<file path="src/rtl/shift_sched_pkg.sv">
// Shared types for the shift scheduler:
// op encodings and the sequencer state enum.
package shift_sched_pkg;

    typedef enum logic [1:0] {
        OP_LSL = 2'b00,
        OP_LSR = 2'b01,
        OP_ASR = 2'b10,
        OP_ROR = 2'b11
    } op_e;

    typedef enum logic [1:0] {
        IDLE  = 2'b00,
        EXEC  = 2'b01,
        EXEC2 = 2'b10,
        RESP  = 2'b11
    } state_e;

endpackage

</file>
<file path="src/rtl/shift_scheduler_shifter.sv">
// Combinational barrel shifter: logical left,
// logical right or arithmetic right by Shift_Val.
module BarrelShifter #(
    parameter int N = 32
) (
    input  logic [N-1:0]         Data,
    input  logic [$clog2(N)-1:0] Shift_Val,
    input  logic                 Left_Right,
    input  logic                 Logic_Arithmetic,
    output logic [N-1:0]         Result
);

    logic       fill;
    logic [N:0] ext;

    // Right shifts sign-extend only when arithmetic is selected.
    always_comb begin
        fill = Left_Right & Logic_Arithmetic & Data[N-1];
        ext  = {fill, Data};
        if (Left_Right) begin
            ext = $signed(ext) >>> Shift_Val;
        end else begin
            ext = {1'b0, Data << Shift_Val};
        end
        Result = ext[N-1:0];
    end

endmodule

</file>
<file path="src/rtl/shift_scheduler.sv">
// Round-robin scheduler sharing one barrel shifter
// between two requesters; ROR takes two passes.
module shift_scheduler
    import shift_sched_pkg::*;
#(
    parameter int N     = 32,
    parameter int CNT_W = 16
) (
    input  logic                 Clk,
    input  logic                 Reset_n,
    input  logic                 Req0_Valid,
    output logic                 Req0_Ready,
    input  logic [N-1:0]         Req0_Data,
    input  logic [$clog2(N)-1:0] Req0_Shift,
    input  logic [1:0]           Req0_Op,
    input  logic                 Req1_Valid,
    output logic                 Req1_Ready,
    input  logic [N-1:0]         Req1_Data,
    input  logic [$clog2(N)-1:0] Req1_Shift,
    input  logic [1:0]           Req1_Op,
    output logic                 Out_Valid,
    input  logic                 Out_Ready,
    output logic [N-1:0]         Out_Data,
    output logic                 Out_Id,
    output logic                 Busy,
    output logic [CNT_W-1:0]     Op_Count
);

    localparam int SW = $clog2(N);

    state_e         state_q, state_d;
    logic           last_q, last_d;
    logic [N-1:0]   data_q, data_d;
    logic [SW-1:0]  shift_q, shift_d;
    op_e            op_q, op_d;
    logic           id_q, id_d;
    logic [N-1:0]   partial_q, partial_d;
    logic [N-1:0]   out_data_q, out_data_d;
    logic           out_id_q, out_id_d;
    logic [CNT_W-1:0] cnt_q, cnt_d;

    logic           grant;
    logic           idle;
    logic           sh_lr;
    logic           sh_la;
    logic [SW-1:0]  sh_amt;
    logic [N-1:0]   sh_res;

    // Round-robin grant; a tie goes to whoever did not win last.
    always_comb begin
        idle       = (state_q == IDLE);
        grant      = (Req0_Valid & Req1_Valid) ? ~last_q : Req1_Valid;
        Req0_Ready = idle & Req0_Valid & ~grant;
        Req1_Ready = idle & Req1_Valid & grant;
    end

    // Shifter control from captured operands; EXEC2 is the ROR wrap pass.
    always_comb begin
        sh_lr  = 1'b0;
        sh_la  = 1'b0;
        sh_amt = shift_q;
        unique case (op_q)
            OP_LSL: begin
                sh_lr = 1'b0;
            end
            OP_LSR: begin
                sh_lr = 1'b1;
            end
            OP_ASR: begin
                sh_lr = 1'b1;
                sh_la = 1'b1;
            end
            OP_ROR: begin
                if (state_q == EXEC2) begin
                    sh_lr  = 1'b0;
                    sh_amt = '0 - shift_q;
                end else begin
                    sh_lr  = 1'b1;
                end
            end
            default: begin
                sh_lr = 1'b0;
            end
        endcase
    end

    BarrelShifter #(
        .N(N)
    ) u_shifter (
        .Data             (data_q),
        .Shift_Val        (sh_amt),
        .Left_Right       (sh_lr),
        .Logic_Arithmetic (sh_la),
        .Result           (sh_res)
    );

    // Sequencer next-state and datapath register updates.
    always_comb begin
        state_d    = state_q;
        last_d     = last_q;
        data_d     = data_q;
        shift_d    = shift_q;
        op_d       = op_q;
        id_d       = id_q;
        partial_d  = partial_q;
        out_data_d = out_data_q;
        out_id_d   = out_id_q;
        cnt_d      = cnt_q;
        unique case (state_q)
            IDLE: begin
                if (Req0_Ready | Req1_Ready) begin
                    last_d  = grant;
                    id_d    = grant;
                    data_d  = grant ? Req1_Data : Req0_Data;
                    shift_d = grant ? Req1_Shift : Req0_Shift;
                    op_d    = op_e'(grant ? Req1_Op : Req0_Op);
                    state_d = EXEC;
                end
            end
            EXEC: begin
                if (op_q == OP_ROR && shift_q != '0) begin
                    partial_d = sh_res;
                    state_d   = EXEC2;
                end else begin
                    out_data_d = sh_res;
                    out_id_d   = id_q;
                    state_d    = RESP;
                end
            end
            EXEC2: begin
                out_data_d = partial_q | sh_res;
                out_id_d   = id_q;
                state_d    = RESP;
            end
            RESP: begin
                if (Out_Ready) begin
                    cnt_d   = cnt_q + {{(CNT_W-1){1'b0}}, 1'b1};
                    state_d = IDLE;
                end
            end
            default: begin
                state_d = IDLE;
            end
        endcase
    end

    // State and datapath registers; reset abandons any operation.
    always_ff @(posedge Clk or negedge Reset_n) begin
        if (!Reset_n) begin
            state_q    <= IDLE;
            last_q     <= 1'b1;
            data_q     <= '0;
            shift_q    <= '0;
            op_q       <= OP_LSL;
            id_q       <= 1'b0;
            partial_q  <= '0;
            out_data_q <= '0;
            out_id_q   <= 1'b0;
            cnt_q      <= '0;
        end else begin
            state_q    <= state_d;
            last_q     <= last_d;
            data_q     <= data_d;
            shift_q    <= shift_d;
            op_q       <= op_d;
            id_q       <= id_d;
            partial_q  <= partial_d;
            out_data_q <= out_data_d;
            out_id_q   <= out_id_d;
            cnt_q      <= cnt_d;
        end
    end

    assign Out_Valid = (state_q == RESP);
    assign Out_Data  = out_data_q;
    assign Out_Id    = out_id_q;
    assign Busy      = (state_q != IDLE);
    assign Op_Count  = cnt_q;

endmodule

</file>
<file path="config.mk">
export PLATFORM = sky130hd
export DESIGN_NAME = shift_scheduler
export DESIGN_NICKNAME = d
export VERILOG_FILES = /design/src/rtl/shift_sched_pkg.sv /design/src/rtl/shift_scheduler_shifter.sv /design/src/rtl/shift_scheduler.sv
export SDC_FILE = /design/constraint.sdc
export NUM_CORES = 1
export LEC_CHECK = 0
export ABC_CLOCK_PERIOD_IN_PS = 7390
export CAP_MARGIN = 10
export CORE_ASPECT_RATIO = 0.5
export CORE_UTILIZATION = 38
export DETAILED_ROUTE_END_ITERATION = 10
export PLACE_DENSITY = 0.63
export SKIP_CTS_REPAIR_TIMING = 1
export SLEW_MARGIN = 5
export SYNTH_ARGS = -nofsm -noshare
export SYNTH_HDL_FRONTEND = slang
export SYNTH_SLANG_ARGS = --single-unit
</file>
<file path="constraint.sdc">
create_clock -name Clk -period 7.39 [get_ports Clk]
set_input_delay 1.478 -clock Clk [delete_from_list [all_inputs] [get_ports Clk]]
set_output_delay 1.478 -clock Clk [all_outputs]
set_load 0.01 [all_outputs]
</file>
==> impl_metrics.json, run 1 <==
{
  "outcome": "finished, final reports clean",
  "finalHoldViolations": 0,
  "critical_path.startpoint": "Req1_Valid",
  "layout-area-overhead-vs-synth_pct": 21.9,
  "hold_path.startpoint": "Op_Count[15]$_DFFE_PN0P_",
  "final_layout_size_suffix_gt1_share_pct": 11.6,
  "critPathLaunchType": "primary input",
  "ys.flop_type": "sky130_fd_sc_hd__dfrtp_1",
  "met3_use_gr_pct": 8.48,
  "dr_total_vias": 9291,
  "synthesis.yosys.warnings": 0,
  "crit_path_max_fanout": 40,
  "yosys.area_share.xor_xnor_pct": 2.07,
  "max_freq_mhz": 203,
  "timing.max_cap.violations": 0,
  "fraction_of_the_mapped_netlist_area_in_simple_logic_gates_pct": 15.2,
  "final-max-slew-violation-count": 0,
  "synthesis.area_um2": 9660,
  "worst_slew_pin_slew_ps": 999,
  "grt_start_max_net_pins": 81,
  "drt_first_iter_violations": 1272,
  "finalWeightedCongestion": 1.01,
  "antenna_cells": 0,
  "synth_area_in_adders_pct": 1.42,
  "nNetsFinal": 1249,
  "synth.yosys.seq_area_share_pct": 32.1,
  "pin_count": 136,
  "clk_transition_reported_paths_ps": 60,
  "largest_family_of_logic_cells_by_synthesized_area": "compound AO/OA/AOI/OAI gates",
  "avgRoutedWirePerCell_um": 24.1,
  "finClkSkew_ps": 12.2,
  "global_route.usage.total_pct": 28.3,
  "critPathSlowestCell": "sky130_fd_sc_hd__clkdlybuf4s50_1",
  "crit_chain": "clkdlybuf4s50_1 -> a21boi_4 -> buf_4 -> nor2_1 -> clkdlybuf4s50_1",
  "antenna_found_initial": 1,
  "tritoncts": "yes",
  "ys_ff_latch": 124,
  "grt_pass1_wl_mm": 54.3,
  "deepest_level_of_the_cts_h_tree": 4,
  "grt_pass1_vias": 8604,
  "postRouteWirelength_mm": 36.2,
  "detailed_place_hpwl_mm": 26.6,
  "design.core.area_um2": 24500,
  "final_setup_violation_count": 0,
  "firstDrtPassIters": 6,
  "netlist_top_cells_area": "sky130_fd_sc_hd__dfrtp_1 (32%), sky130_fd_sc_hd__mux2i_1 (11%), sky130_fd_sc_hd__mux4_2 (8.9%)",
  "grt_util_met1_pct": 43.5,
  "timing.setup.tns_ps": 0,
  "synth_compound_gate_area_share_pct": 22.4,
  "clock_sink_count": 124,
  "synth.largest_area_cell": "sky130_fd_sc_hd__dfrtp_1",
  "synth.mux.area_fraction_pct": 21.3,
  "slew-limit-headroom_pct": 33.4,
  "grt_most_used_layer": "met1",
  "netlist_instances": 1073,
  "reg2reg_from": "shift_q[0]$_DFFE_PN0P_",
  "die_area_um2": 26100,
  "worst-endpoint-arrival_ps": 3450,
  "worst_ep_required_time_ps": 5910,
  "initial_utilization_pct": 39.5,
  "synth.distinct_cells": 83,
  "drt_drc_violations_left": 0,
  "total_cts_buffers": 17,
  "synth_top_cell_area_share_pct": 31.9,
  "die_x_extent_um": 228,
  "synth_enable_flop_cells": 0,
  "max-clock-path-buffers": 2,
  "antenna_violating_nets_post_route": 0,
  "worst_skew_pair.late_latency_ps": 430,
  "avgSynthCellArea_um2": 9.01,
  "cts-root-buf": "sky130_fd_sc_hd__clkbuf_16",
  "port_buffers": 135,
  "critPathMaxStageDelay_ps": 560,
  "fp.dieH_um": 115,
  "critical_path_class": "in2out",
  "synth.net_count": 1167,
  "core.rowCount": 40,
  "grt_util_met2_pct": 37.9,
  "via_density_per_instance": 6.18,
  "clock_period_minus_worst_slack_ps": 4930,
  "min_path_type": "reg2reg",
  "critical_path.endpoint_type": "output port",
  "most_frequent_cp_cell": "sky130_fd_sc_hd__clkdlybuf4s50_1",
  "grt_overflow_total": 0,
  "rsz0062_at_grt": "no",
  "timing.final.crit_share_pct": 66.7,
  "async_sr_flop_fraction_pct": 100
}
==> layer usage <==
layer  vias up  routed length, um
li1       4189                  -
met1      4555              17100
met2       499              14500
met3        48               4090
met4         0                611
met5         -                  0
==> stage by stage <==
stage          utilization, %  cells  hold WS (ps)  setup slack [ps]  area (um2)
4_1_cts                  48.1   1504           476              2470       11800
5_1_grt                  48.1   1504           502              2380       11800
6_report                 48.1   1504           472              2460       11800
2_1_floorplan               -   1073           439              3570        9660
3_5_place_dp             45.6   1472           462              2480       11200
3_3_place_gp             45.6   1472           454              2510       11200
==> cell families (layout without fill, tap and decap cells) <==
kind of cell             count (synthesis)  count (layout)
AO/OA/AOI/OAI                          335             335
AND/OR/NAND/NOR                        325             325
multiplexers                           156             156
flip-flops                             124             124
buffers and inverters                  103             198
XOR/XNOR                                19              19
adder cells (fa/ha/maj)                 11              11
==> placed cells by master (no fill, tap or decap), types with 4 or more instances in the layout <==
cell type / count
sky130_fd_sc_hd__a2111oi_0: 7
sky130_fd_sc_hd__a211oi_1: 17
sky130_fd_sc_hd__a21o_1: 10
sky130_fd_sc_hd__a21oi_1: 105
sky130_fd_sc_hd__a221oi_1: 4
sky130_fd_sc_hd__a22oi_1: 7
sky130_fd_sc_hd__a31oi_1: 23
sky130_fd_sc_hd__and2_1: 5
sky130_fd_sc_hd__and3_1: 16
sky130_fd_sc_hd__buf_4: 20
sky130_fd_sc_hd__clkbuf_16: 17
sky130_fd_sc_hd__clkdlybuf4s50_1: 134
sky130_fd_sc_hd__clkinvlp_4: 5
sky130_fd_sc_hd__dfrtp_1: 122
sky130_fd_sc_hd__ha_1: 11
sky130_fd_sc_hd__inv_1: 10
sky130_fd_sc_hd__mux2_2: 14
sky130_fd_sc_hd__mux2i_1: 104
sky130_fd_sc_hd__mux4_2: 38
sky130_fd_sc_hd__nand2_1: 130
sky130_fd_sc_hd__nand2b_1: 5
sky130_fd_sc_hd__nand3_1: 29
sky130_fd_sc_hd__nand4_1: 4
sky130_fd_sc_hd__nor2_1: 86
sky130_fd_sc_hd__nor2b_1: 5
sky130_fd_sc_hd__nor3_1: 23
sky130_fd_sc_hd__nor4_1: 4
sky130_fd_sc_hd__o211ai_1: 7
sky130_fd_sc_hd__o21ai_0: 72
sky130_fd_sc_hd__o21ai_1: 11
sky130_fd_sc_hd__o221ai_1: 7
sky130_fd_sc_hd__o22ai_1: 15
sky130_fd_sc_hd__o31ai_1: 4
sky130_fd_sc_hd__xnor2_1: 10
sky130_fd_sc_hd__xor2_1: 5
==> registers in the layout, indices dropped and copies added (netlist names) <==
register and flops:
Out_Data 32, data_q 32, partial_q 32, Op_Count 16
shift_q 5, op_q 2, state_q 2, Out_Id 1
id_q 1, last_q 1
==> critical path, delay by kind of cell <==
kind,cells,cell delay (ps)
AO/OA/AOI/OAI,1,210
buffers and inverters,3,1590
AND/OR/NAND/NOR,1,120
==> Yosys cell counts, drive strengths merged (11+ instances only) <==
| cell | instances |
|---|---|
| buf | 45 |
| and3 | 17 |
| dfrtp | 123 |
| a2111oi | 11 |
| a31oi | 23 |
| nor2 | 90 |
| a211oi | 18 |
| o21ai | 86 |
| nand3 | 29 |
| ha | 11 |
| mux2i | 104 |
| clkbuf | 46 |
| o22ai | 15 |
| xnor2 | 13 |
| mux2 | 14 |
| a21oi | 106 |
| inv | 12 |
| nand2 | 131 |
| nor3 | 24 |
| mux4 | 38 |
==> cell type report <==
class                   instances  area (um2)
inverters                      12        45.0
repair buffers                154        1490
clock buffers                  18         439
flip-flops and latches        124        3110
clock inverters                14         185
well taps                     336         420
fillers                      2356       12700
multi-input cells             846        6090
==> final timing paths <==
check | end | slack [ps] | cells after the start
setup / recovery | Req0_Ready | 2460 | 5
hold / removal | Op_Count[15]$_DFFE_PN0P_ | 470 | 1
setup reg to reg | partial_q[4]$_DFFE_PN0P_ | 2910 | 10
hold reg to reg | Op_Count[15]$_DFFE_PN0P_ | 470 | 1
max in group asynchronous | Op_Count[4]$_DFFE_PN0P_ | 4930 | 2
min in group asynchronous | data_q[18]$_DFFE_PN0P_ | 1110 | 1
Power of run 1 is not shown: default switching activity piles up to over one toggle a cycle in this logic, so the estimate is an artifact.
==> run 2, diff against run 1 <==
ABC_CLOCK_PERIOD_IN_PS = 4000   (was 7390)
PLACE_DENSITY = 0.65   (was 0.63)
clock period = 4 ns   (was 7.39 ns; I/O delays follow)
==> impl_metrics.json, run 2 (same netlist as run 1, synthesis figures left out) <==
{
  "outcome": "finished, final reports clean",
  "deepest_level_of_the_cts_h_tree": 4,
  "grt_start_max_net_pins": 81,
  "worst_ep_required_time_ps": 4300,
  "grt_pass1_vias": 9229,
  "worst-endpoint-arrival_ps": 4110,
  "grt_overflow_total": 0,
  "clk_transition_reported_paths_ps": 60,
  "core.rowCount": 40,
  "timing.max_cap.violations": 0,
  "critical_path_class": "reg2reg",
  "global_route.usage.total_pct": 32.6,
  "initial_utilization_pct": 39.5,
  "design.core.area_um2": 24500,
  "finalWeightedCongestion": 1.04,
  "layout-area-overhead-vs-synth_pct": 25.4,
  "layout.cells.most_common": "sky130_fd_sc_hd__clkdlybuf4s50_1",
  "critPathSlowestCell": "sky130_fd_sc_hd__mux4_2",
  "timing.setup.tns_ps": 0,
  "grt_pass1_wl_mm": 61.1,
  "postRouteWirelength_mm": 41.8,
  "finClkSkew_ps": 10.9,
  "final-max-slew-violation-count": 0,
  "nNetsFinal": 1292,
  "min_path_type": "in2async",
  "timing.final.crit_share_pct": 95.2,
  "firstDrtPassIters": 6,
  "fp.dieH_um": 115,
  "critical_path.endpoint_type": "flop",
  "cts-root-buf": "sky130_fd_sc_hd__clkbuf_16",
  "antenna_found_initial": 3,
  "crit_path_max_fanout": 26,
  "drt_first_iter_violations": 1317,
  "pin_count": 136,
  "tritoncts": "yes",
  "final_layout_size_suffix_gt1_share_pct": 14.8,
  "reg2reg_setup_slack_ps": 190,
  "die_area_um2": 26100,
  "dr_total_vias": 9682,
  "port_buffers": 135,
  "drt_drc_violations_left": 0,
  "avgRoutedWirePerCell_um": 27.0,
  "max-clock-path-buffers": 2,
  "rsz0062_at_grt": "no",
  "via_density_per_instance": 6.26,
  "slew-limit-headroom_pct": 39.0,
  "finalHoldViolations": 0,
  "clock_sink_count": 124,
  "total_cts_buffers": 17,
  "die_x_extent_um": 228,
  "final_setup_violation_count": 0,
  "critPathMaxStageDelay_ps": 590,
  "critPathLaunchType": "flop",
  "clock_period_minus_worst_slack_ps": 3810,
  "worst_skew_pair.late_latency_ps": 430,
  "max_freq_mhz": 263,
  "antenna_violating_nets_post_route": 0,
  "most_frequent_cells_in_the_layout": "sky130_fd_sc_hd__clkdlybuf4s50_1 (134), sky130_fd_sc_hd__nand2_1 (130), sky130_fd_sc_hd__dfrtp_1 (122)",
  "detailed_place_hpwl_mm": 32.1,
  "crit_chain": "inv_1 -> ha_1 -> and3_4 -> nor2_8 -> buf_4 -> mux4_2 -> nand3_1 -> o21ai_0 -> nor3_1 -> buf_4 -> o21ai_0",
  "worst_slew_pin_slew_ps": 905
}
[run 2: area by class of cell]
| cell class | count | area [um2] |
|---|---|---|
| flip-flops and latches | 124 | 3110 |
| inverters | 12 | 45.0 |
| repair buffers | 197 | 1850 |
| diodes | 1 | 2.50 |
| multi-input cells | 846 | 6080 |
| fillers | 2323 | 12400 |
| well taps | 336 | 420 |
| clock inverters | 14 | 185 |
| clock buffers | 17 | 425 |
[run 2: worst max-delay path: cells and delay by family, from the launching register on]
kind | cells | cell delay, ps
AND/OR/NAND/NOR | 4 | 1480
multiplexers | 1 | 590
buffers and inverters | 3 | 580
flip-flops | 1 | 420
adder cells (fa/ha/maj) | 1 | 420
AO/OA/AOI/OAI | 2 | 180
[run 2: path summary, 6_finish.rpt]
check                                       startpoint                  endpoint  cells past startpoint
worst min register to register      Out_Id$_DFFE_PN0P_        Out_Id$_DFFE_PN0P_                      2
worst max register to register  state_q[0]$_DFFE_PN0P_  partial_q[4]$_DFFE_PN0P_                     11
worst min-delay path                           Reset_n    data_q[13]$_DFFE_PN0P_                      1
max in group asynchronous                      Reset_n        last_q$_DFFE_PN1P_                      2
min in group Clk                    Out_Id$_DFFE_PN0P_        Out_Id$_DFFE_PN0P_                      2
worst max-delay path            state_q[0]$_DFFE_PN0P_  partial_q[4]$_DFFE_PN0P_                     11
[run 2: layer usage]
layer	vias up	part of all wire, %	GRT usage, %
li1	4261	-	-
met1	4765	47	49.7
met2	588	38	41.1
met3	64	13	13.4
met4	4	1.8	8.23
met5	-	0.17	1.61
[run 2: stage by stage]
stage                     setup slack [ps]  cells  hold WS (ps)  cell area [um2]  util (%)
after floorplan                        365   1073           439             9660         -
after global placement                 291   1515           454            11500      47.0
after detailed placement               282   1515           470            11500      47.0
after CTS                              269   1546           411            12100      49.5
after global routing                  40.3   1546           445            12100      49.5
final                                  192   1547           412            12100      49.5
Power of run 2 is left out for the same reason.
